<file path="src/rtl/huffman_decoder_pkg.sv">
// Shared types and constants for the Huffman stream decoder.
// Holds the FSM state encoding and the codebook entry layout.
package huffman_pkg;

  localparam int WORD_BITS    = 32;
  localparam int HEADER_BITS  = 16;
  localparam int MAX_CODE_LEN = 16;
  localparam int CODE_LEN_W   = $clog2(MAX_CODE_LEN + 1);

  typedef enum logic [2:0] {
    LOAD,
    HEADER,
    DECODE,
    DONE,
    ERROR
  } state_t;

  typedef struct packed {
    logic [31:0] symbol;
    logic [7:0]  length;
    logic [7:0]  character;
  } entry_t;

endpackage

</file>
<file path="src/rtl/huffman_decoder_code_matcher.sv">
// Parallel compare of the accumulated code against every codebook entry.
// The lowest matching index wins.
module huffman_code_matcher
  import huffman_pkg::*;
#(
  parameter int SYMBOLS_COUNT = 28
) (
  input  entry_t                  tbl [SYMBOLS_COUNT],
  input  logic [MAX_CODE_LEN-1:0] code,
  input  logic [CODE_LEN_W-1:0]   len,
  output logic                    hit,
  output logic [7:0]              hit_char
);

  logic [31:0] mask;
  logic [31:0] code_ext;

  always_comb begin
    mask     = '0;
    code_ext = 32'(code);
    hit      = 1'b0;
    hit_char = '0;
    for (int b = 0; b < 32; b++) begin
      mask[b] = (b < int'(len));
    end
    // Scan high to low so the lowest index overwrites last.
    for (int i = SYMBOLS_COUNT - 1; i >= 0; i--) begin
      if (len != '0 &&
          tbl[i].length == 8'(len) &&
          ((code_ext ^ tbl[i].symbol) & mask) == '0) begin
        hit      = 1'b1;
        hit_char = tbl[i].character;
      end
    end
  end

endmodule

</file>
<file path="src/rtl/huffman_decoder.sv">
// Huffman stream decoder: one payload bit per clock, valid/ready I/O.
// Optional HUFFMAN_DECODER_LOG_EN adds a {state, charCount} log port.
module huffman_decoder
  import huffman_pkg::*;
#(
  parameter int SYMBOLS_COUNT = 28
) (
  input  logic        clock,
  input  logic        reset,
  input  logic        manualReset,
  input  logic        tableWrite,
  input  logic [31:0] symbol,
  input  logic [7:0]  symbolLength,
  input  logic [7:0]  character,
  input  logic        tableLoaded,
  input  logic [31:0] wordIn,
  input  logic        wordValid,
  output logic        wordReady,
  output logic [7:0]  charOut,
  output logic        charValid,
  input  logic        charReady,
  output logic        done,
  output logic        error
`ifdef HUFFMAN_DECODER_LOG_EN
  ,
  output logic [15:0] log
`endif
);

  localparam int PTR_W = $clog2(SYMBOLS_COUNT + 1);
  localparam int IDX_W = $clog2(SYMBOLS_COUNT);

  state_t                  state_q, state_d;
  entry_t                  tbl_q [SYMBOLS_COUNT];
  entry_t                  tbl_d [SYMBOLS_COUNT];
  logic [PTR_W-1:0]        wptr_q, wptr_d;
  logic [HEADER_BITS-1:0]  rem_q, rem_d;
  logic [WORD_BITS-1:0]    buf_q, buf_d;
  logic [5:0]              cnt_q, cnt_d;
  logic [MAX_CODE_LEN-1:0] acc_q, acc_d, acc_nx;
  logic [CODE_LEN_W-1:0]   len_q, len_d, len_nx;
  logic [7:0]              char_q, char_d;
  logic                    cv_q, cv_d;
  logic                    word_rdy;
  logic                    stall;
  logic                    hit;
  logic [7:0]              hit_char;

  assign acc_nx = {acc_q[MAX_CODE_LEN-2:0], buf_q[WORD_BITS-1]};
  assign len_nx = len_q + 1'b1;
  assign stall  = cv_q && !charReady;

  huffman_code_matcher #(
    .SYMBOLS_COUNT(SYMBOLS_COUNT)
  ) u_match (
    .tbl     (tbl_q),
    .code    (acc_nx),
    .len     (len_nx),
    .hit     (hit),
    .hit_char(hit_char)
  );

  always_comb begin
    state_d  = state_q;
    tbl_d    = tbl_q;
    wptr_d   = wptr_q;
    rem_d    = rem_q;
    buf_d    = buf_q;
    cnt_d    = cnt_q;
    acc_d    = acc_q;
    len_d    = len_q;
    char_d   = char_q;
    cv_d     = cv_q;
    word_rdy = 1'b0;
    if (cv_q && charReady) cv_d = 1'b0;
    unique case (state_q)
      LOAD: begin
        if (tableWrite && wptr_q < PTR_W'(SYMBOLS_COUNT)) begin
          tbl_d[wptr_q[IDX_W-1:0]] = '{symbol, symbolLength, character};
          wptr_d = wptr_q + 1'b1;
        end
        if (tableLoaded) state_d = HEADER;
      end
      HEADER: begin
        word_rdy = 1'b1;
        if (wordValid) begin
          rem_d   = wordIn[31:16];
          buf_d   = {wordIn[15:0], 16'h0000};
          cnt_d   = 6'd16;
          state_d = (wordIn[31:16] == '0) ? DONE : DECODE;
        end
      end
      DECODE: begin
        if (rem_q == '0) begin
          // Last code already matched; leave once its char is taken.
          if (!stall) begin
            state_d = DONE;
            cv_d    = 1'b0;
          end
        end else if (cnt_q == '0) begin
          word_rdy = !stall;
          if (wordValid && !stall) begin
            buf_d = wordIn;
            cnt_d = 6'd32;
          end
        end else if (!stall) begin
          buf_d = buf_q << 1;
          cnt_d = cnt_q - 1'b1;
          rem_d = rem_q - 1'b1;
          if (hit) begin
            char_d = hit_char;
            cv_d   = 1'b1;
            acc_d  = '0;
            len_d  = '0;
          end else if (len_nx == CODE_LEN_W'(MAX_CODE_LEN) ||
                       rem_q == HEADER_BITS'(1)) begin
            state_d = ERROR;
            cv_d    = 1'b0;
          end else begin
            acc_d = acc_nx;
            len_d = len_nx;
          end
        end
      end
      DONE, ERROR: begin
        cv_d = 1'b0;
      end
      default: state_d = LOAD;
    endcase
    if (manualReset) begin
      state_d  = LOAD;
      for (int i = 0; i < SYMBOLS_COUNT; i++) tbl_d[i] = '0;
      wptr_d   = '0;
      rem_d    = '0;
      buf_d    = '0;
      cnt_d    = '0;
      acc_d    = '0;
      len_d    = '0;
      char_d   = '0;
      cv_d     = 1'b0;
      word_rdy = 1'b0;
    end
  end

  always_ff @(posedge clock or posedge reset) begin
    if (reset) begin
      state_q <= LOAD;
      for (int i = 0; i < SYMBOLS_COUNT; i++) tbl_q[i] <= '0;
      wptr_q  <= '0;
      rem_q   <= '0;
      buf_q   <= '0;
      cnt_q   <= '0;
      acc_q   <= '0;
      len_q   <= '0;
      char_q  <= '0;
      cv_q    <= 1'b0;
    end else begin
      state_q <= state_d;
      tbl_q   <= tbl_d;
      wptr_q  <= wptr_d;
      rem_q   <= rem_d;
      buf_q   <= buf_d;
      cnt_q   <= cnt_d;
      acc_q   <= acc_d;
      len_q   <= len_d;
      char_q  <= char_d;
      cv_q    <= cv_d;
    end
  end

  assign wordReady = word_rdy;
  assign charOut   = char_q;
  assign charValid = cv_q;
  assign done      = (state_q == DONE);
  assign error     = (state_q == ERROR);

`ifdef HUFFMAN_DECODER_LOG_EN
  logic [11:0] cc_q, cc_d;

  always_comb begin
    cc_d = cc_q;
    if (cv_q && charReady) cc_d = cc_q + 1'b1;
    if (manualReset) cc_d = '0;
  end

  always_ff @(posedge clock or posedge reset) begin
    if (reset) cc_q <= '0;
    else       cc_q <= cc_d;
  end

  assign log = {1'b0, state_q, cc_q};
`endif

endmodule

</file>
<file path="config.mk">
export PLATFORM = sky130hd
export DESIGN_NAME = huffman_decoder
export DESIGN_NICKNAME = d
export VERILOG_FILES = /design/src/rtl/huffman_decoder_pkg.sv /design/src/rtl/huffman_decoder_code_matcher.sv /design/src/rtl/huffman_decoder.sv
export SDC_FILE = /design/constraint.sdc
export NUM_CORES = 2
export LEC_CHECK = 0
export ABC_CLOCK_PERIOD_IN_PS = 58700
export BUFFER_PORTS_ARGS = -buffer_cell sky130_fd_sc_hd__buf_4
export CORE_MARGIN = 1.5
export CORE_UTILIZATION = 50
export CTS_CLUSTER_SIZE = 20
export DETAILED_ROUTE_END_ITERATION = 6
export PLACE_DENSITY = 0.65
export SLEW_MARGIN = 25
export SYNTH_ARGS = -nofsm -noshare
export SYNTH_HDL_FRONTEND = slang
export SYNTH_HIERARCHICAL = 1
export SYNTH_SLANG_ARGS = --single-unit
</file>
<file path="constraint.sdc">
create_clock -name clock -period 58.7 [get_ports clock]
set_clock_uncertainty 0.05 [all_clocks]
set_input_delay 8.805 -clock clock [delete_from_list [all_inputs] [get_ports clock]]
set_output_delay 8.805 -clock clock [all_outputs]
set_load 0.01 [all_outputs]
</file>
==> results by group <==
Run status
  • Status: finished, violations left
  • Failing checks: design-rule violations

Global route
  • Vias in the first global route: 60940
  • First-pass GRT wire length: 412900 microns
  • Initial antenna violation count: 16
  • Largest net degree at the start of global routing: 214
  • Total track usage: 0.3797
  • Total gr overflow: 0

Finish
  • Share of cells above drive strength 1: 0.07820
  • P&R area growth vs syn: 8.553%
  • Layout net count: 8241
  • Post-route cell area: 78190 sq um
  • Final core occ: 0.5456
  • Area occupied by multi-input gates: 33000 sq um
  • Register area: 35230 sq um
  • Most frequent cells in the layout: nand2_1 (2820), a21oi_1 (1439), dfrtp_1 (1391), xnor2_1 (288), xor2_1 (274)
  • Commonest non-fill, non-tap cell in the layout: nand2_1
  • Fillers: 13130

Drt
  • M1 wire length: 108700 microns
  • Met2 WL: 120500 microns
  • Top routing layer in use: met5
  • Vias/cell: 6.418
  • Routed wire per std cell: 27.76 microns
  • DR WL met3: 36760 microns
  • DR pass1 iterations: 7
  • Drt total wl: 282400 microns
  • Routed via count: 65290
  • Iteration-0 DRC Markers: 9896
  • DRC violations left: 4
  • Final antenna-violating net count: 0

Clock tree
  • # resized after CTS: 0
  • # Post-CTS Setup Buffers: 0
  • H-tree levels: 4
  • Clock transition at path regs: 0.05 ns
  • Number of CTS-inserted buffers: 155
  • CTS tree: yes
  • Maximum buffer depth of the clock tree: 3
  • Clock insertion delay at the later pin of the skew report: 0.82 ns
  • CTS sink cnt: 1407
  • Clock root cell: clkbuf_16
  • Cts hold-fix bufs: 0

Floorplan
  • DIE HEIGHT: 382.6 microns
  • Die X: 382.6 microns
  • # rows: 139
  • Total die area: 146300 sq um
  • # IOs: 99
  • Initial Utilization: 0.5026
  • Total core area: 143300 sq um

Yosys
  • Cell area after synthesis: 72030 sq um
  • Mapped Nets: 8642
  • Synthesis Warnings: 6
  • Post-Syn Area per Cell: 8.428 sq um
  • Gate Count Post-Synth: 8546

Worst setup path
  • CP Capture Type: output port
  • Critical path's slowest cell: nor3_1
  • Worst-path fanout max: 117
  • Worst Reg-to-Reg Cells: 22
  • CP max stage delay: 0.63 ns
  • RR Endpoint: acc_q[1]
  • CP Data Required Time: 49.85 ns
  • Worst path cell trace: buf_8, nor3_1, nand4_1, nand2_1, buf_4
  • R2R setup slack: 50.27 ns
  • CP arrival: 10.24 ns
  • CP Class: in2out
  • Crit path launch type: primary input
  • Reg2reg start: len_q[2]

STA
  • Rel. slew slack: 0.1617
  • Achievable Freq: 0.05237 GHz
  • TNS Setup: 0 ns
  • Final Cycle Share: 0.3253
  • Max-slew violation count: 0
  • Final-report hold violation count: 0
  • Fin crit period: 19.10 ns
  • Final setup viols: 0
  • Worst-Margin Slew: 1.226 ns
  • Unrepaired setup endpoints after global routing: no

Min path
  • Hold Crit Class: reg2reg
  • Hold Path Depth: 2
  • Hold path startpoint: buf_q[6]
  • Worst-case hold path end point: buf_q[6]

Flow run
  • Max Cap Viol: 0

Place
  • Port bufs: 97
  • Placed Area: 72850 sq um
  • Post-DP HPWL: 165000 microns
  • Routability Congestion: 0.8989

Power and ir drop
  • Pwr Density: 33.99 nW/um^2
  • Max rail drop VDD: 0.00003129 V
  • Leakage: 0.03259 uW
==> per-layer routing <==
metal,track usage,vias up
li1,-,27860
met1,0.5147,32100
met2,0.5612,4354
met3,0.1010,959
met4,0.1883,18
met5,0,-
==> sequential cells by signal, indices dropped and copies added (netlist names) <==
name and count:
charValid 1, charOut 8, len_q 5, state_q 3
wptr_q 5, cnt_q 6, buf_q 32, tbl_q 1316
rem_q 16, acc_q 15
==> worst max-delay path, delay by kind of cell <==
family                 cells  cell delay [ns]
buffers and inverters      2             0.40
and+or+nand+nor            3             0.99
==> through the flow <==
stage          std cells  setup WS [ns]  hold WS (ns)  total power [uW]
2_1_floorplan       8546          10.17        0.3968              1415
3_3_place_gp        9887          39.62        0.4089              1633
3_5_place_dp        9889          39.60        0.4158              1638
4_1_cts            10160          39.60        0.4285              2637
5_1_grt            10160          39.48        0.4412              2723
6_report           10170          39.60        0.4233              2658
==> worst max-delay path by stage <==
stage,startpoint,to,slack [ns],cells after the start
5_1_grt,manualReset,wordReady,39.48,5
3_3_place_gp,manualReset,wordReady,39.62,5
3_5_place_dp,manualReset,wordReady,39.60,5
2_1_floorplan,reset,acc_q[0],10.17,1
4_1_cts,manualReset,wordReady,39.60,5
6_report,manualReset,wordReady,39.60,5
==> layout make-up <==
class                      count  area share
timing repair buffer         259     0.02628
tap                         1903     0.03045
sequential                  1407      0.4506
antenna                        8   0.0002560
inverter                      90    0.004433
clock inverter                39    0.006929
multi-input combinational   6232      0.4221
clock buffer                 234     0.05902
==> where the power goes <==
group          internal [uW]  switching, uW
clock                    594            418
combinational            182            440
sequential               997           27.3
total                   1770            885
Note: power is estimated with default switching activity, not from simulation.
